### src/rtl/uart_prog_loader.sv
// Frame loader: pulls A5/LEN/data frames from a UART RX FIFO into instruction memory, answers ACK/NAK.
// Define LOADER_CHECKSUM_EN to require a trailing two's-complement checksum byte.
module uart_prog_loader #(
  parameter int MAX_WORDS   = 1024,
  parameter int TIMEOUT_CYC = 50000000
) (
  input  logic        clk_50M,
  input  logic        Rst,
  input  logic        prog,
  input  logic        rx_data_present,
  input  logic [7:0]  uart_dout,
  input  logic        tx_full,
  output logic        rx_ren,
  output logic        tx_wen,
  output logic [7:0]  uart_din,
  output logic        imem_en,
  output logic        imem_prog_ena,
  output logic [31:0] imem_addr,
  output logic [31:0] imem_din,
  output logic        busy,
  output logic        done,
  output logic        err,
  output logic [15:0] word_count
);
  localparam int TW = $clog2(TIMEOUT_CYC + 1);
  localparam logic [TW-1:0] TMR_LOAD = TW'(TIMEOUT_CYC - 1);
  localparam logic [7:0] SYNC_BYTE = 8'hA5;
  localparam logic [7:0] ACK_BYTE  = 8'h06;
  localparam logic [7:0] NAK_BYTE  = 8'h15;

  localparam logic [2:0] IDLE  = 3'd0;
  localparam logic [2:0] LEN0  = 3'd1;
  localparam logic [2:0] LEN1  = 3'd2;
  localparam logic [2:0] DATA  = 3'd3;
  localparam logic [2:0] WRITE = 3'd4;
  localparam logic [2:0] RESP  = 3'd6;
  localparam logic [2:0] FLUSH = 3'd7;
`ifdef LOADER_CHECKSUM_EN
  localparam logic [2:0] CSUM       = 3'd5;
  localparam logic [2:0] AFTER_DATA = CSUM;
`else
  localparam logic [2:0] AFTER_DATA = RESP;
`endif

  logic [2:0]    state;
  logic [15:0]   len;
  logic [31:0]   word;
  logic [1:0]    byte_idx;
  logic [TW-1:0] tmr;
  logic          nak;
  logic          consume;
  logic          pop;
  logic          timed_out;
  logic [15:0]   len_rx;
  logic [15:0]   wc_next;
`ifdef LOADER_CHECKSUM_EN
  logic [7:0]    sum;
  logic [7:0]    sum_add;
  assign sum_add = sum + uart_dout;
`endif

  always_comb begin
    consume = 1'b0;
    case (state)
      IDLE, LEN0, LEN1, DATA: consume = prog;
`ifdef LOADER_CHECKSUM_EN
      CSUM: consume = prog;
`endif
      FLUSH: consume = 1'b1;  // draining an aborted frame must not depend on prog, which is already low
      default: consume = 1'b0;
    endcase
  end

  assign pop       = !Rst && rx_data_present && consume;
  assign timed_out = !pop && (tmr <= TW'(1)) && (state != IDLE) && (state != RESP);
  assign len_rx    = {uart_dout, len[7:0]};
  assign wc_next   = word_count + 16'd1;

  assign rx_ren        = pop;
  assign tx_wen        = !Rst && (state == RESP) && !tx_full;
  assign uart_din      = tx_wen ? (nak ? NAK_BYTE : ACK_BYTE) : 8'h00;
  assign imem_en       = !Rst && (state == WRITE);
  assign imem_prog_ena = imem_en;
  assign imem_addr     = {14'd0, word_count, 2'b00};
  assign imem_din      = word;

  always_ff @(posedge clk_50M) begin
    if (Rst) begin
      state      <= IDLE;
      len        <= '0;
      word       <= '0;
      byte_idx   <= '0;
      tmr        <= '0;
      nak        <= 1'b0;
      busy       <= 1'b0;
      done       <= 1'b0;
      err        <= 1'b0;
      word_count <= '0;
`ifdef LOADER_CHECKSUM_EN
      sum        <= '0;
`endif
    end else begin
      if (pop) tmr <= TMR_LOAD;
      else if (tmr != '0) tmr <= tmr - TW'(1);

      case (state)
        IDLE: begin
          if (pop && uart_dout == SYNC_BYTE) begin
            state      <= LEN0;
            busy       <= 1'b1;
            done       <= 1'b0;
            err        <= 1'b0;
            nak        <= 1'b0;
            word_count <= '0;
            byte_idx   <= '0;
`ifdef LOADER_CHECKSUM_EN
            sum        <= '0;
`endif
          end
        end
        LEN0, LEN1, DATA: begin
          if (!prog) begin
            state <= FLUSH; err <= 1'b1; nak <= 1'b1;
          end else if (timed_out) begin
            state <= RESP; err <= 1'b1; nak <= 1'b1;
          end else if (pop) begin
`ifdef LOADER_CHECKSUM_EN
            sum <= sum_add;
`endif
            if (state == LEN0) begin
              len[7:0] <= uart_dout;
              state    <= LEN1;
            end else if (state == LEN1) begin
              len[15:8] <= uart_dout;
              if (len_rx == '0) state <= AFTER_DATA;
              else if ({1'b0, len_rx} > 17'(MAX_WORDS)) begin
                state <= RESP; err <= 1'b1; nak <= 1'b1;
              end else state <= DATA;
            end else begin
              word     <= {uart_dout, word[31:8]};
              byte_idx <= byte_idx + 2'd1;
              if (byte_idx == 2'd3) state <= WRITE;
            end
          end
        end
        WRITE: begin
          // the strobe is already on the bus this cycle, so the word counts even if we abort now
          word_count <= wc_next;
          if (!prog) begin
            state <= FLUSH; err <= 1'b1; nak <= 1'b1;
          end else if (timed_out) begin
            state <= RESP; err <= 1'b1; nak <= 1'b1;
          end else if (wc_next == len) state <= AFTER_DATA;
          else state <= DATA;
        end
`ifdef LOADER_CHECKSUM_EN
        CSUM: begin
          if (!prog) begin
            state <= FLUSH; err <= 1'b1; nak <= 1'b1;
          end else if (timed_out) begin
            state <= RESP; err <= 1'b1; nak <= 1'b1;
          end else if (pop) begin
            state <= RESP;
            if (sum_add != 8'h00) begin
              err <= 1'b1; nak <= 1'b1;
            end
          end
        end
`endif
        RESP: begin
          if (!tx_full) begin
            state <= IDLE;
            busy  <= 1'b0;
            done  <= !nak;
          end
        end
        FLUSH: begin
          if (!pop) state <= RESP;
        end
        default: state <= IDLE;
      endcase
    end
  end
endmodule

### config.mk
export PLATFORM = sky130hd
export DESIGN_NAME = uart_prog_loader
export DESIGN_NICKNAME = d
export VERILOG_FILES = /design/src/rtl/uart_prog_loader.sv
export SDC_FILE = /design/constraint.sdc
export NUM_CORES = 1
export LEC_CHECK = 0
export ABC_AREA = 1
export CAP_MARGIN = 5
export CORE_MARGIN = 2
export CORE_UTILIZATION = 38
export DETAILED_ROUTE_END_ITERATION = 8
export DONT_BUFFER_PORTS = 1
export PLACE_DENSITY_LB_ADDON = 0.12
export REMOVE_ABC_BUFFERS = 1
export SYNTH_ARGS = -nofsm -noshare
export SYNTH_HDL_FRONTEND = slang
export SYNTH_SLANG_ARGS = --single-unit
### constraint.sdc
create_clock -name clk_50M -period 2.08 [get_ports clk_50M]
set_input_delay 0.416 -clock clk_50M [delete_from_list [all_inputs] [get_ports clk_50M]]
set_output_delay 0.416 -clock clk_50M [all_outputs]
set_load 0.02 [all_outputs]
Word-level counts from Yosys, hierarchy flattened
Index checks and enable logic that the tools add are counted.

word-level totals
  output and inout bits = 95
  logic and storage cells = 122
  register bits = 98

operators by class
  muxes and demuxes = 45
  equality and inequality tests = 25
  add/sub/neg operators = 3
  order comparisons = 2
  reduce and logical (&&, ||, !) cells = 33
  bitwise logic cells = 3

operators with widths
  cell                                                              number
  two-way mux 26 bit                                                2
  two-way mux 3 bit                                                 14
  case mux 16 bit (2 select lines)                                  1
  less-or-equal comparator 26 x 1 -> 1 bit (second input constant)  1
  nonzero test 26 bit                                               1
  subtractor 26 x 1 -> 26 bit (second input constant)               1
  != test 4 bit (second input constant)                             5
  adder 16 x 1 -> 16 bit (second input constant)                    1
  == test 16 bit                                                    1
  greater-than comparator 16 x 11 -> 1 bit (second input constant)  1
  logical NOT 16 bit                                                1
  two-way mux 16 bit                                                1
  != test 2 bit (second input constant)                             8
  case mux 3 bit (5 select lines)                                   1
  two-way mux 1 bit                                                 13
  two-way mux 2 bit                                                 6
  AND reduction 6 bit                                               2
  two-way mux 5 bit                                                 2
  AND reduction 5 bit                                               2
  == test 3 bit (second input constant)                             3
  logical AND 1 bit                                                 9
  == test 8 bit (second input constant)                             1
  AND reduction 8 bit                                               1
  nonzero test 2 bit                                                4
  other kinds (19)                                                  29

Depth between registers and ports, before layout
Gate-level depths: netlist of the first run.

  depth after elaboration = 11
  gate-level depth with buffers = 17

Worst setup path after synthesis of the first run
No wires, ideal clock.

  path type = reg2out
  start = register state[2]
  end = output port uart_din[4]
  arrival = 1.875 ns
  path slack = -0.211 ns
  stages on the path, launching flop included = 11
  buffers on the path = 2
  data required time = 1.664 ns
  path through = dfxtp_1 -> buf_2 -> inv_2 -> nor2_1 -> inv_1 -> nor2_1 -> inv_1 -> nor2_1 -> inv_1 -> nor2_1 -> buf_4

between the ends
  longest elaborated chain between the ends = 4

ends and longest elaborated chain
  element                         line  source
  from (decl)                     45    logic [2:0] state;
  from (signal assigned)          89    state <= IDLE;
  from (signal assigned)          109   state <= LEN0;
  from (signal assigned)          123   state <= FLUSH; err <= 1'b1; nak <= 1'b1;
  == test 3 bit                   80    assign tx_wen = !Rst && (state == RESP) && !tx_full;
  logical AND 1 bit (2 in a row)  80
  named net tx_wen                14    output logic tx_wen,
  two-way mux 5 bit               81    assign uart_din = tx_wen ? (nak ? NAK_BYTE : ACK_BYTE) : 8'h00;
  to (decl)                       15    output logic [7:0] uart_din,

The timed path passes the listed nets, and every way through them passes these cells.

Worst setup path in the final report of the first run
  start = register tmr[23]
  end = register word[1] (netlist: imem_din[1])

between the ends
  longest elaborated chain between the ends = 6

ends and longest elaborated chain
  element                                   line  source
  from (decl)                               49    logic [TW-1:0] tmr;
  from (signal assigned)                    104   else if (tmr != '0) tmr <= tmr - TW'(1);
  less-or-equal comparator 26 x 1 -> 1 bit  75    assign timed_out = !pop && (tmr <= TW'(1)) && (state != IDLE) && (state != RESP);
  logical AND 1 bit (3 in a row)            75
  inverter 1 bit (no line)                  n/a
  AND reduction 6 bit (no line)             n/a
  to (signal assigned)                      140   word <= {uart_dout, word[31:8]};
  to (decl)                                 47    logic [31:0] word;

No other way between the ends.
A chain may end at the register's enable or synchronous reset.

==> impl_metrics.tcl, run 1 <==
set metrics [dict create \
    post_dp_cell_area_um2 5940 \
    wl_um 15500 \
    slew_viol_final 0 \
    cts_tree "done" \
    start_util 0.387 \
    synth_cells 816 \
    maxCapViolations 0 \
    crit_path_cell_trace "inv_2 > nand2_4 > nor2_4 > nand2_4 > nor2_8 > inv_4 > nor3_4 > nand3_4 > nand2_2 > inv_2 > nand4_4 > buf_12 > clkbuf_16 > o21ai_1 > a21oi_1" \
    hold-path-endpoint "tmr[6]" \
    grt_pass1_wl_um 23100 \
    synth_seq_cells 98 \
    p_leak_nw 2.96 \
    maxSlewHeadroom 0.484 \
    layout_commonest_cell "nand2_1" \
    drt_pass1_iterations 5 \
    fillers 1429 \
    rr_endpoint "imem_din[1]" \
    arrival_ns 2.31 \
    netlist_area_um2 5610 \
    ys_seq_area_frac 0.350 \
    drt_iter0_drc 201 \
    clock_latency_ns 0.36 \
    synth-edff-count 0 \
    ant_nets 0 \
    power_mw 6.95 \
    dp_slack_ns -0.211 \
    r2r_cells 15 \
    worstPathRequired_ns 2.36 \
    synth_flop_cell "dfxtp_1" \
    worstMarginPinSlew_ns 0.773 \
    critPathKind "reg -> reg" \
    skew_ns 0.00787 \
    worst_slack_ns 0.0526 \
    nets 897 \
    yosys_warnings 0 \
    utilization 0.487 \
    setup_tns_ns 0 \
    ir_worst_vdd_uv 529 \
    cp_slowest_stage_delay_ns 0.33 \
    clockBufferDepth 2 \
    hold_ws_ns 0.139 \
    clk_pin_slew_ns 0.07 \
    synth.avg_cell_area_um2 6.87 \
    min_from "Rst" \
    cts_max_level 3 \
    grt_pass1_vias 4802 \
    end_kind "flip-flop" \
    finalCritPeriodShare 0.975 \
    cts_root_buffer "clkbuf_16" \
    start_kind "flip-flop" \
    grt_max_degree 58 \
    die-area_um2 15700 \
    fp.dieH_um 125 \
    p_per_area_nw_per_um2 985 \
    fin_crit_ns 2.03 \
    gp_congestion 0.887 \
    yosysUniqueCellTypes 45 \
    syn_to_final_growth_pct 25.8 \
    max_freq_ghz 0.493 \
    vias 5337 \
    grt.total_usage 0.180 \
    grt-ovfl-total 0 \
    drive_gt1_frac 0.330 \
    hold_viol 0 \
    fin_cells 1069 \
    io_buffers 0 \
    fp.dieW_um 125 \
    via_per_inst 4.99 \
    dp.cells 1012 \
    setup_viol 0 \
    io-pin-count 108 \
    cp_max_fo 9 \
    r2r_start "tmr[23]" \
    min_delay_path_depth 1 \
    critPathSlowestCell "dfxtp_2" \
    num_rows 44 \
    reg2reg_slack_ns 0.05 \
    fp.coreArea_um2 14500 \
    drc 0 \
    hold_class "in -> reg" \
    finalInstanceArea_um2 7050 \
    cts_buffers 9 \
    antenna_cells 0 \
    status "completed" \
    rsz0062_at_grt "yes" \
    cts_sinks 98 \
    final_cell_mix "132 x nand2_1, 84 x inv_1, 82 x buf_4, 79 x dfxtp_1" \
    synthArstFlopShare 0 \
    wl_per_cell_um 14.5 \
    dp_hpwl_um 10500 \
    antenna_found_initial 0 \
]
## power by group
group | internal [mW] | leakage (nW) | switching, mW
registers | 2.09 | 0.803 | 0.230
logic | 1.10 | 2.00 | 1.70
clock network | 1.07 | 0.155 | 0.757
## cells by family after synthesis
family / after synthesis / share of synthesized area
buffers and inverters: 173 / 0.150
flip-flops: 98 / 0.350
other: 1 / 0.000669
AND/OR/NAND/NOR: 381 / 0.323
adder cells (fa/ha/maj): 4 / 0.00892
AO/OA/AOI/OAI: 149 / 0.146
XOR/XNOR: 10 / 0.0210
## synth_stat cells (9+ instances only)
cell | count | area, um2
nand2_1 | 147 | 552
inv_2 | 16 | 60.1
nor2_2 | 34 | 213
o21ai_0 | 32 | 160
clkbuf_1 | 14 | 52.6
nand2_2 | 9 | 56.3
nand3_1 | 47 | 235
nand4_1 | 16 | 100
a21oi_2 | 12 | 105
inv_1 | 91 | 342
o21ai_1 | 17 | 85.1
dfxtp_1 | 98 | 1960
nor3_1 | 15 | 75.1
a21oi_1 | 76 | 380
buf_4 | 40 | 300
nor2_1 | 89 | 334
## repair_timing
item	in CTS	in global routing
hold buffers	0	0
pin swaps	3	29
endpoints found under the setup margin	32	57
resized for setup	20	106
gates cloned	0	7
setup buffers	12	22
## worst max-delay path, delay by kind of cell, from the launching register on
kind | cells | cell delay, ns
AOI/OAI and AO/OA | 2 | 0.22
buffers and inverters | 5 | 0.50
DFF | 1 | 0.33
and+or+nand+nor | 8 | 0.88
## state kept, by name (all words and copies together), names as in the netlist
signal      cells
tmr            26
len            16
nak             1
done            1
byte_idx        2
busy            1
state           3
imem_din       32
word_count     16
## area by class of cell
class / instances / area (um2) / area share
multi-input combinational: 564 / 3210 / 0.455
inverter: 110 / 425 / 0.0603
clock inverter: 5 / 86.3 / 0.0122
sequential: 98 / 1990 / 0.281
clock buffer: 11 / 233 / 0.0330
timing repair buffer: 97 / 885 / 0.125
tap: 184 / 230 / 0.0326
## worst max path at each step
stage,cells after the start,start,slack [ns],to
finish,15,tmr[23],0.05,imem_din[1]
global route,15,tmr[22],-0.07,imem_din[1]
CTS,13,state[1],0.004,byte_idx[0]
detailed placement,11,state[0],-0.21,word_count[5]
global placement,18,word_count[0],-0.04,state[0]
floorplan,8,state[2],-0.47,uart_din[0]
## per-layer routing
layer	GRT usage	vias to the layer above	part of all wire
li1	-	2712	-
met1	0.209	2491	0.43
met2	0.320	113	0.51
met3	0.0454	21	0.041
met4	0.0654	0	0.019
met5	0	-	0
(Power assumes the default switching activity.)
==> run 2, diff against run 1 <==
- CAP_MARGIN: 5 -> 15
==> results of run 2 <==
Final layout, timing and power as in run 1 (identical DEF).
